<file path="src/rtl/param_array_if.sv">
// param_array_if: request/response bundle between a cache datapath and its storage array
interface param_array_if #(
  parameter int WIDTH = 32,
  parameter int DEPTH = 8,
  parameter int GRAN  = 8
);
  localparam int LANES = WIDTH / GRAN;
  localparam int AW = $clog2(DEPTH);
  logic             flush;
  logic             load;
  logic [LANES-1:0] wmask;
  logic [AW-1:0]    windex;
  logic [WIDTH-1:0] datain;
  logic [AW-1:0]    rindex;
  logic [WIDTH-1:0] dataout;
  logic             ready;
  modport master(output flush, load, wmask, windex, datain, rindex, input dataout, ready);
  modport slave(input flush, load, wmask, windex, datain, rindex, output dataout, ready);
endinterface

</file>
<file path="src/rtl/param_array.sv">
// param_array: lane-masked storage array with write-to-read bypass and self-clearing sweep
module param_array #(
  parameter int WIDTH = 32,
  parameter int DEPTH = 8,
  parameter int GRAN  = 8
) (
  input logic         clk,
  input logic         rst,
  param_array_if.slave bus
);
  localparam int LANES = WIDTH / GRAN;
  localparam int AW = $clog2(DEPTH);
  typedef enum logic {CLEAR, READY} state_t;
  state_t           state, state_d;
  logic [AW-1:0]    cnt, cnt_d;
  logic             clr_we, wr_en, bypass;
  logic [WIDTH-1:0] mem [DEPTH];
  logic [WIDTH-1:0] rd;
  // next-state: sweep entries one per edge; flush restarts the sweep and beats any load
  always_comb begin
    state_d = state;
    cnt_d = cnt;
    clr_we = 1'b0;
    wr_en = 1'b0;
    if (state == CLEAR) begin
      clr_we = 1'b1;
      cnt_d = bus.flush ? '0 : cnt + 1'b1;
      state_d = (!bus.flush && cnt == AW'(DEPTH - 1)) ? READY : CLEAR;
    end else if (bus.flush) begin
      state_d = CLEAR;
      cnt_d = '0;
    end else begin
      wr_en = bus.load;
    end
  end
  // state register; reset restarts the sweep from entry 0
  always_ff @(posedge clk) begin
    if (rst) begin
      state <= CLEAR;
      cnt <= '0;
    end else begin
      state <= state_d;
      cnt <= cnt_d;
    end
  end
  // storage: clear writes from the sweep, lane-masked writes when ready; nothing on a reset edge
  always_ff @(posedge clk) begin
    if (!rst && clr_we) mem[cnt] <= '0;
    else if (!rst && wr_en)
      for (int i = 0; i < LANES; i++)
        if (bus.wmask[i]) mem[bus.windex][i*GRAN +: GRAN] <= bus.datain[i*GRAN +: GRAN];
  end
  assign bus.ready = (state == READY) && !rst;
  assign bypass = bus.ready && bus.load && (bus.rindex == bus.windex);
  // read path: stored word with same-cycle write lanes merged in, forced to zero while not ready
  always_comb begin
    rd = mem[bus.rindex];
    for (int i = 0; i < LANES; i++)
      if (bypass && bus.wmask[i]) rd[i*GRAN +: GRAN] = bus.datain[i*GRAN +: GRAN];
  end
  assign bus.dataout = bus.ready ? rd : '0;
endmodule

</file>
<file path="src/flat_wrapper.sv">
// flat-port wrapper written by rule: the top's interface ports become plain ports
module param_array_flat 
#(
  parameter int WIDTH = 32,
  parameter int DEPTH = 8,
  parameter int GRAN  = 8
)
  (clk, rst, bus_flush, bus_load, bus_wmask, bus_windex, bus_datain, bus_rindex, bus_dataout, bus_ready);
  param_array_if #(.WIDTH(WIDTH), .DEPTH(DEPTH), .GRAN(GRAN)) bus_i ();
  input logic clk;
  input logic rst;
  input wire logic [$bits(bus_i.flush)-1:0] bus_flush;
  input wire logic [$bits(bus_i.load)-1:0] bus_load;
  input wire logic [$bits(bus_i.wmask)-1:0] bus_wmask;
  input wire logic [$bits(bus_i.windex)-1:0] bus_windex;
  input wire logic [$bits(bus_i.datain)-1:0] bus_datain;
  input wire logic [$bits(bus_i.rindex)-1:0] bus_rindex;
  output wire logic [$bits(bus_i.dataout)-1:0] bus_dataout;
  output wire logic [$bits(bus_i.ready)-1:0] bus_ready;
  assign bus_i.flush = bus_flush;
  assign bus_i.load = bus_load;
  assign bus_i.wmask = bus_wmask;
  assign bus_i.windex = bus_windex;
  assign bus_i.datain = bus_datain;
  assign bus_i.rindex = bus_rindex;
  assign bus_dataout = bus_i.dataout;
  assign bus_ready = bus_i.ready;
  param_array #(.WIDTH(WIDTH), .DEPTH(DEPTH), .GRAN(GRAN)) u_core (.clk(clk), .rst(rst), .bus(bus_i));
endmodule
</file>
<file path="config.mk">
export PLATFORM = sky130hd
export DESIGN_NAME = param_array_flat
export DESIGN_NICKNAME = d
export VERILOG_FILES = /design/src/rtl/param_array_if.sv /design/src/rtl/param_array.sv /design/src/flat_wrapper.sv
export SDC_FILE = /design/constraint.sdc
export NUM_CORES = 1
export LEC_CHECK = 0
export CORE_ASPECT_RATIO = 0.75
export CORE_MARGIN = 10
export CORE_UTILIZATION = 40
export CTS_BUF_LIST = sky130_fd_sc_hd__clkbuf_8
export CTS_CLUSTER_SIZE = 14
export DETAILED_ROUTE_END_ITERATION = 7
export GPL_ROUTABILITY_DRIVEN = 0
export SLEW_MARGIN = 15
export SYNTH_ARGS = -nofsm -noshare
export SYNTH_HDL_FRONTEND = slang
export SYNTH_SLANG_ARGS = --single-unit
</file>
<file path="constraint.sdc">
create_clock -name clk -period 4.05 [get_ports clk]
set_input_delay 0.81 -clock clk [delete_from_list [all_inputs] [get_ports clk]]
set_output_delay 0.81 -clock clk [all_outputs]
set_load 0.1 [all_outputs]
</file>
# Word-level counts from Yosys, hierarchy flattened
# Memory sizes are Yosys's and may differ from the RTL's.
# Index checks and enable logic that the tools add are counted.
# totals
rom_bits	0
latchBits	0
elab_cells	55
memories	1
ff_bits	4
ramBits	256
# op_classes
shifts	0
bitwise	0
multipliers	0
add_sub_neg	1
reduce_logical	13
n_eq_ne	3
div	0
n_lt_le_gt_ge	0
muxes	35
# mem_list
name	depth	word_bits	read_ports	rd_ports_with_merged_regs	wr	line_no	rtl
u_core.mem	8	32	1	0	1	param_array.sv:17	logic [WIDTH-1:0] mem [DEPTH];
# op_table
cell	count
$mux W32	2
$mux W8	4
$reduce_or A32 Y1	1
$mux W1	24
$mux W3	4
$logic_and A1 B1 Y1	10
$mux W4	1
$add A3 B1 Y3 const B	1
$eq A3 B3 Y1	1
$eq A3 B3 Y1 const B	1
$logic_not A1 Y1	2
$ne A2 B2 Y1 const B	1

# Longest topological paths before layout
# logic_depth
word_depth	8
mapped_depth	6
depth_no_buf	4

# Worst setup path after synthesis
# OpenSTA, ideal clock, no wires.
# synth_timing
path_kind	input -> output
startpoint	input port rst
endpoint	output port bus_dataout[24]
cell_stages	5
required_time_ps	3240
path_slack_ps	-660
t_arrival_ps	3900
cell_sequence	buf_6 > and2b_1 > clkbuf_1 > o21ai_0 > a21oi_1
# synth_between
elab_chain_len	7
# synth_rtl
element	line_no	rtl
from (decl)	flat_wrapper.sv:11	input logic rst;
$logic_not A1 Y1 (*)	param_array.sv:53	assign bus.ready = (state == READY) && !rst;
$logic_and A1 B1 Y1 (*)	param_array.sv:53	
net bus_ready	flat_wrapper.sv:19	output wire logic [$bits(bus_i.ready)-1:0] bus_ready;
$logic_and A1 B1 Y1 (2 in a row)	param_array.sv:54	assign bypass = bus.ready && bus.load && (bus.rindex == bus.windex);
$logic_and A1 B1 Y1	param_array.sv:59	if (bypass && bus.wmask[i]) rd[i*GRAN +: GRAN] = bus.datain[i*GRAN +: GRAN];
$mux W8	param_array.sv:59	
$mux W32 (*)	param_array.sv:61	assign bus.dataout = bus.ready ? rd : '0;
to (decl)	flat_wrapper.sv:18	output wire logic [$bits(bus_i.dataout)-1:0] bus_dataout;
# The timed path passes the listed nets; every way through them passes the cells marked *.

# Worst setup path in the final report
# layout_timing
startpoint	input port rst
endpoint	output port bus_dataout[0]
# layout_between
elab_chain_len	7
# layout_rtl
element	line_no
$logic_not A1 Y1 (*)	param_array.sv:53
$logic_and A1 B1 Y1 (*)	param_array.sv:53
$logic_and A1 B1 Y1 (2 in a row)	param_array.sv:54
$logic_and A1 B1 Y1	param_array.sv:59
$mux W8	param_array.sv:59
$mux W32 (*)	param_array.sv:61
# Mark *: on every way between the ends. The rest lies on a longest branch, timed or not.

==> results.md <==
| Stage | Quantity | Value |
|---|---|---|
| hold path | Hold/Removal Path Class | flip-flop to flip-flop |
| power | Switching Share | 0.2097 |
| job | Maxcap violations | 0 |
| timing | Count of pins over their slew limit | 0 |
| layout | Filler Cell Count | 2200 |
| routing | Remaining routing DRC violations | 0 |
| power | Total power per unit cell area | 402.1 nW/µm² |
| floorplan | Io pins | 79 |
| cts | Quantity of gates resized following cts | 0 |
| cts | Clock Sinks | 260 |
| floorplan | Starting Density | 0.4049 |
| logic synthesis | Synth unique cells | 31 |
| floorplan | Die X-Extent | 210.4 µm |
| timing | Minimum clock period | 3.641 ns |
| timing | Max frequency | 274.6 MHz |
| routing | Average vias per placed instance | 5.318 |
| layout | Commonest non-fill, non-tap cells in the layout | sky130_fd_sc_hd__edfxtp_1, sky130_fd_sc_hd__mux4_2, sky130_fd_sc_hd__clkbuf_8, sky130_fd_sc_hd__clkdlybuf4s50_1, sky130_fd_sc_hd__mux2i_1 |
| timing | Unrepaired setup endpoints after global routing | false |
| setup path | Crit path DAT | 2.83 ns |
| routing | Number of detailed-route iterations in the first pass | 4 |
| logic synthesis | Area of the mapped netlist | 10880 µm² |
| floorplan | Core area | 26870 µm² |
| layout | Layout net count | 739 |
| layout | Area Overhead vs Synth | 21.58% |
| global route | Maximum number of pins on one net before global-route repair | 33 |
| timing | Final hold violation count | 0 |
| setup path | Data required time of the worst path | 3.24 ns |
| routing | Total via count after detailed routing | 5690 |
| layout | Leading cell type in the layout, fill and taps excluded | sky130_fd_sc_hd__edfxtp_1 |
| timing | Tightest Pin Transition | 1.073 ns |
| routing | Count of nets left with antenna violations after detail routing | 0 |
| placement | Total half-perimeter wirelength after legalization and detailed placement | 15120 µm |
| logic synthesis | Average cell area after synthesis | 18.69 µm² |
| logic synthesis | Synthesized flop and latch total | 260 |
| setup path | Setup crit end kind | primary output |
| global route | Overall fraction of global-route tracks in use | 0.1422 |
| logic synthesis | Syn Nets | 630 |
| cts | Post-CTS clock slew at the launch and capture registers of the worst setup and hold paths | 0.06 ns |
| power | Gate power share | 0.051 |
| setup path | Crit Path Max Fanout | 24 |
| cts | Clock Latency Late Sink | 0.54 ns |
| layout | Multi-input combinational cell area | 2918 µm² |
| floorplan | Number of cell rows | 52 |
| logic synthesis | Cells after synthesis | 582 |
| global route | Number of global-route vias before repair | 5966 |
| power | Part of the total power dissipated in sequential elements | 0.558 |
| floorplan | Die Footprint | 34260 µm² |
| timing | Remaining max-slew budget at the tightest pin | 0.2821 |
| global route | Overflow after GRT | 0 |
| cts | Post-cts hold buffer count | 0 |
| power | Internal portion of total power | 4.203 mW |
| global route | Number of antenna violations at the first check in global routing | 1 |
| logic synthesis | Sequential fraction of the synthesis area | 0.7140 |
| power | Power share of the clock group | 0.391 |
| power | Worst voltage drop across the vdd grid | 0.1679 mV |
| power | Lkg Pwr | 4.136 nW |
| setup path | Worst Setup Start Kind | input pin |
| cts | CTS root buf | sky130_fd_sc_hd__clkbuf_8 |
| cts | Total setup buffers inserted after CTS | 0 |
| cts | Maximum root-to-sink buffer count | 3 |
| floorplan | Die span in y | 162.8 µm |
| layout | Share of cells above drive strength 1 | 0.2646 |
| power | Power dissipated by switching net loads | 1.116 mW |
| placement | Number of buffer cells added on primary ports | 78 |
| timing | Clock skew | 0.02002 ns |
| timing | Setup tns final | 0 ns |
| timing | Final setup fails | 0 |
| cts | Clock tree from TritonCTS | yes |
| run status | Outcome | completed |
| logic synthesis | Number of warning messages in the yosys log | 0 |
| cts | Number of H-tree levels | 2 |
| routing | Final routed wire length divided by cell count | 22.54 µm |
| routing | 1st-iter DRT viols | 419 |
| setup path | Path type of the worst setup path | input pin to primary output |
| routing | Aggregate routed wire length | 24120 µm |
| layout | Final core utilization | 0.4922 |
| global route | First-pass GRT wire length | 36820 µm |
| layout | Sequential Area | 7767 µm² |
| cts | Clock buffers created by TritonCTS | 42 |
| timing | Share of the clock period used by the worst path | 0.8991 |
critical path, stage by stage:
cell	delay, ns
sky130_fd_sc_hd__clkdlybuf4s50_1	0.65
sky130_fd_sc_hd__and2b_1	0.32
sky130_fd_sc_hd__buf_4	0.33
sky130_fd_sc_hd__o21ai_0	0.14
sky130_fd_sc_hd__a21oi_1	0.34
sky130_fd_sc_hd__buf_12	0.23
per-layer routing:
| metal | vias up | part of all wire | GRT usage |
|---|---|---|---|
| met3 | 44 | 0.046 | 0.02846 |
| met2 | 139 | 0.50 | 0.2337 |
| li1 | 2573 | - | - |
| met5 | - | 0 | 0 |
| met1 | 2934 | 0.43 | 0.1845 |
| met4 | 0 | 0.022 | 0.05123 |
sequential cells by signal, summed over array words and instances, names as in the netlist:
| signal | flops |
|---|---|
| u_core.cnt | 3 |
| u_core.mem | 256 |
| u_core.state | 1 |
worst paths after layout:
check           startpoint               end  slack, ns  depth (start not counted)
min reg2reg  u_core.cnt[1]     u_core.cnt[1]       0.68                          2
min          u_core.cnt[1]     u_core.cnt[1]       0.68                          2
max                    rst    bus_dataout[0]       0.41                          6
max reg2reg   u_core.state  u_core.mem[2][4]       1.29                          5
final cells by class:
type                            count  share of cell area
Sequential cell                   260              0.5873
Antenna cell                        1           0.0001892
Clock inverter                     28             0.01258
Multi-Input combinational cell    285              0.2206
Timing Repair Buffer              102              0.1014
Clock buffer                       43             0.04475
Tap cell                          351             0.03320
cell families after synthesis:
group           count (synthesis)  synth area share
simple gates                  105           0.05394
buf+inv                        37           0.02093
compound gates                 68           0.03220
mux                           106            0.1714
fa+ha+maj                       2          0.002300
xor+xnor                        4          0.005291
flops                         260            0.7140
power groups by stage:
stage	Combinational [mW]	Sequential (mW)	Clock (mW)
6_report	0.272	2.97	2.08
5_1_grt	0.293	2.97	2.24
4_1_cts	0.278	2.97	2.12
3_5_place_dp	0.276	3.02	0
3_3_place_gp	0.275	3.02	0
2_1_floorplan	0.179	3.02	0
metrics by stage:
| stage | setup slack, ns | power (mW) | cell area, µm² | instances | hold WS (ns) |
|---|---|---|---|---|---|
| after floorplan | 0.1803 | 3.196 | 10910 | 582 | 0.6159 |
| after global placement | 0.4290 | 3.295 | 12470 | 998 | 0.6417 |
| after detailed placement | 0.4134 | 3.300 | 12470 | 998 | 0.6595 |
| after CTS | 0.3918 | 5.369 | 13220 | 1069 | 0.6755 |
| after global routing | 0.2855 | 5.502 | 13230 | 1070 | 0.7384 |
| final | 0.4085 | 5.319 | 13230 | 1070 | 0.6761 |
Yosys cell counts, drive strengths merged:
cell type	number	area share
a21oi	32	0.015
mux4	64	0.13
and4b	4	0.0037
clkbuf	8	0.0029
mux2	2	0.0021
and3b	1	0.00081
a21o	4	0.0028
edfxtp	256	0.71
nand4	4	0.0023
nor4	2	0.0031
nor3b	6	0.0041
and2	32	0.018
nor2b	1	0.00058
dfxtp	4	0.0074
nor3	6	0.0028
ha	2	0.0023
mux2i	40	0.037
nand2	8	0.0028
buf	29	0.018
nor2	36	0.012
xor2	1	0.00081
o21ai	32	0.015
nand3	2	0.00092
nand3b	2	0.0014
and2b	1	0.00069
xnor2	3	0.0045
Note: power is estimated with default switching activity, not from simulation.
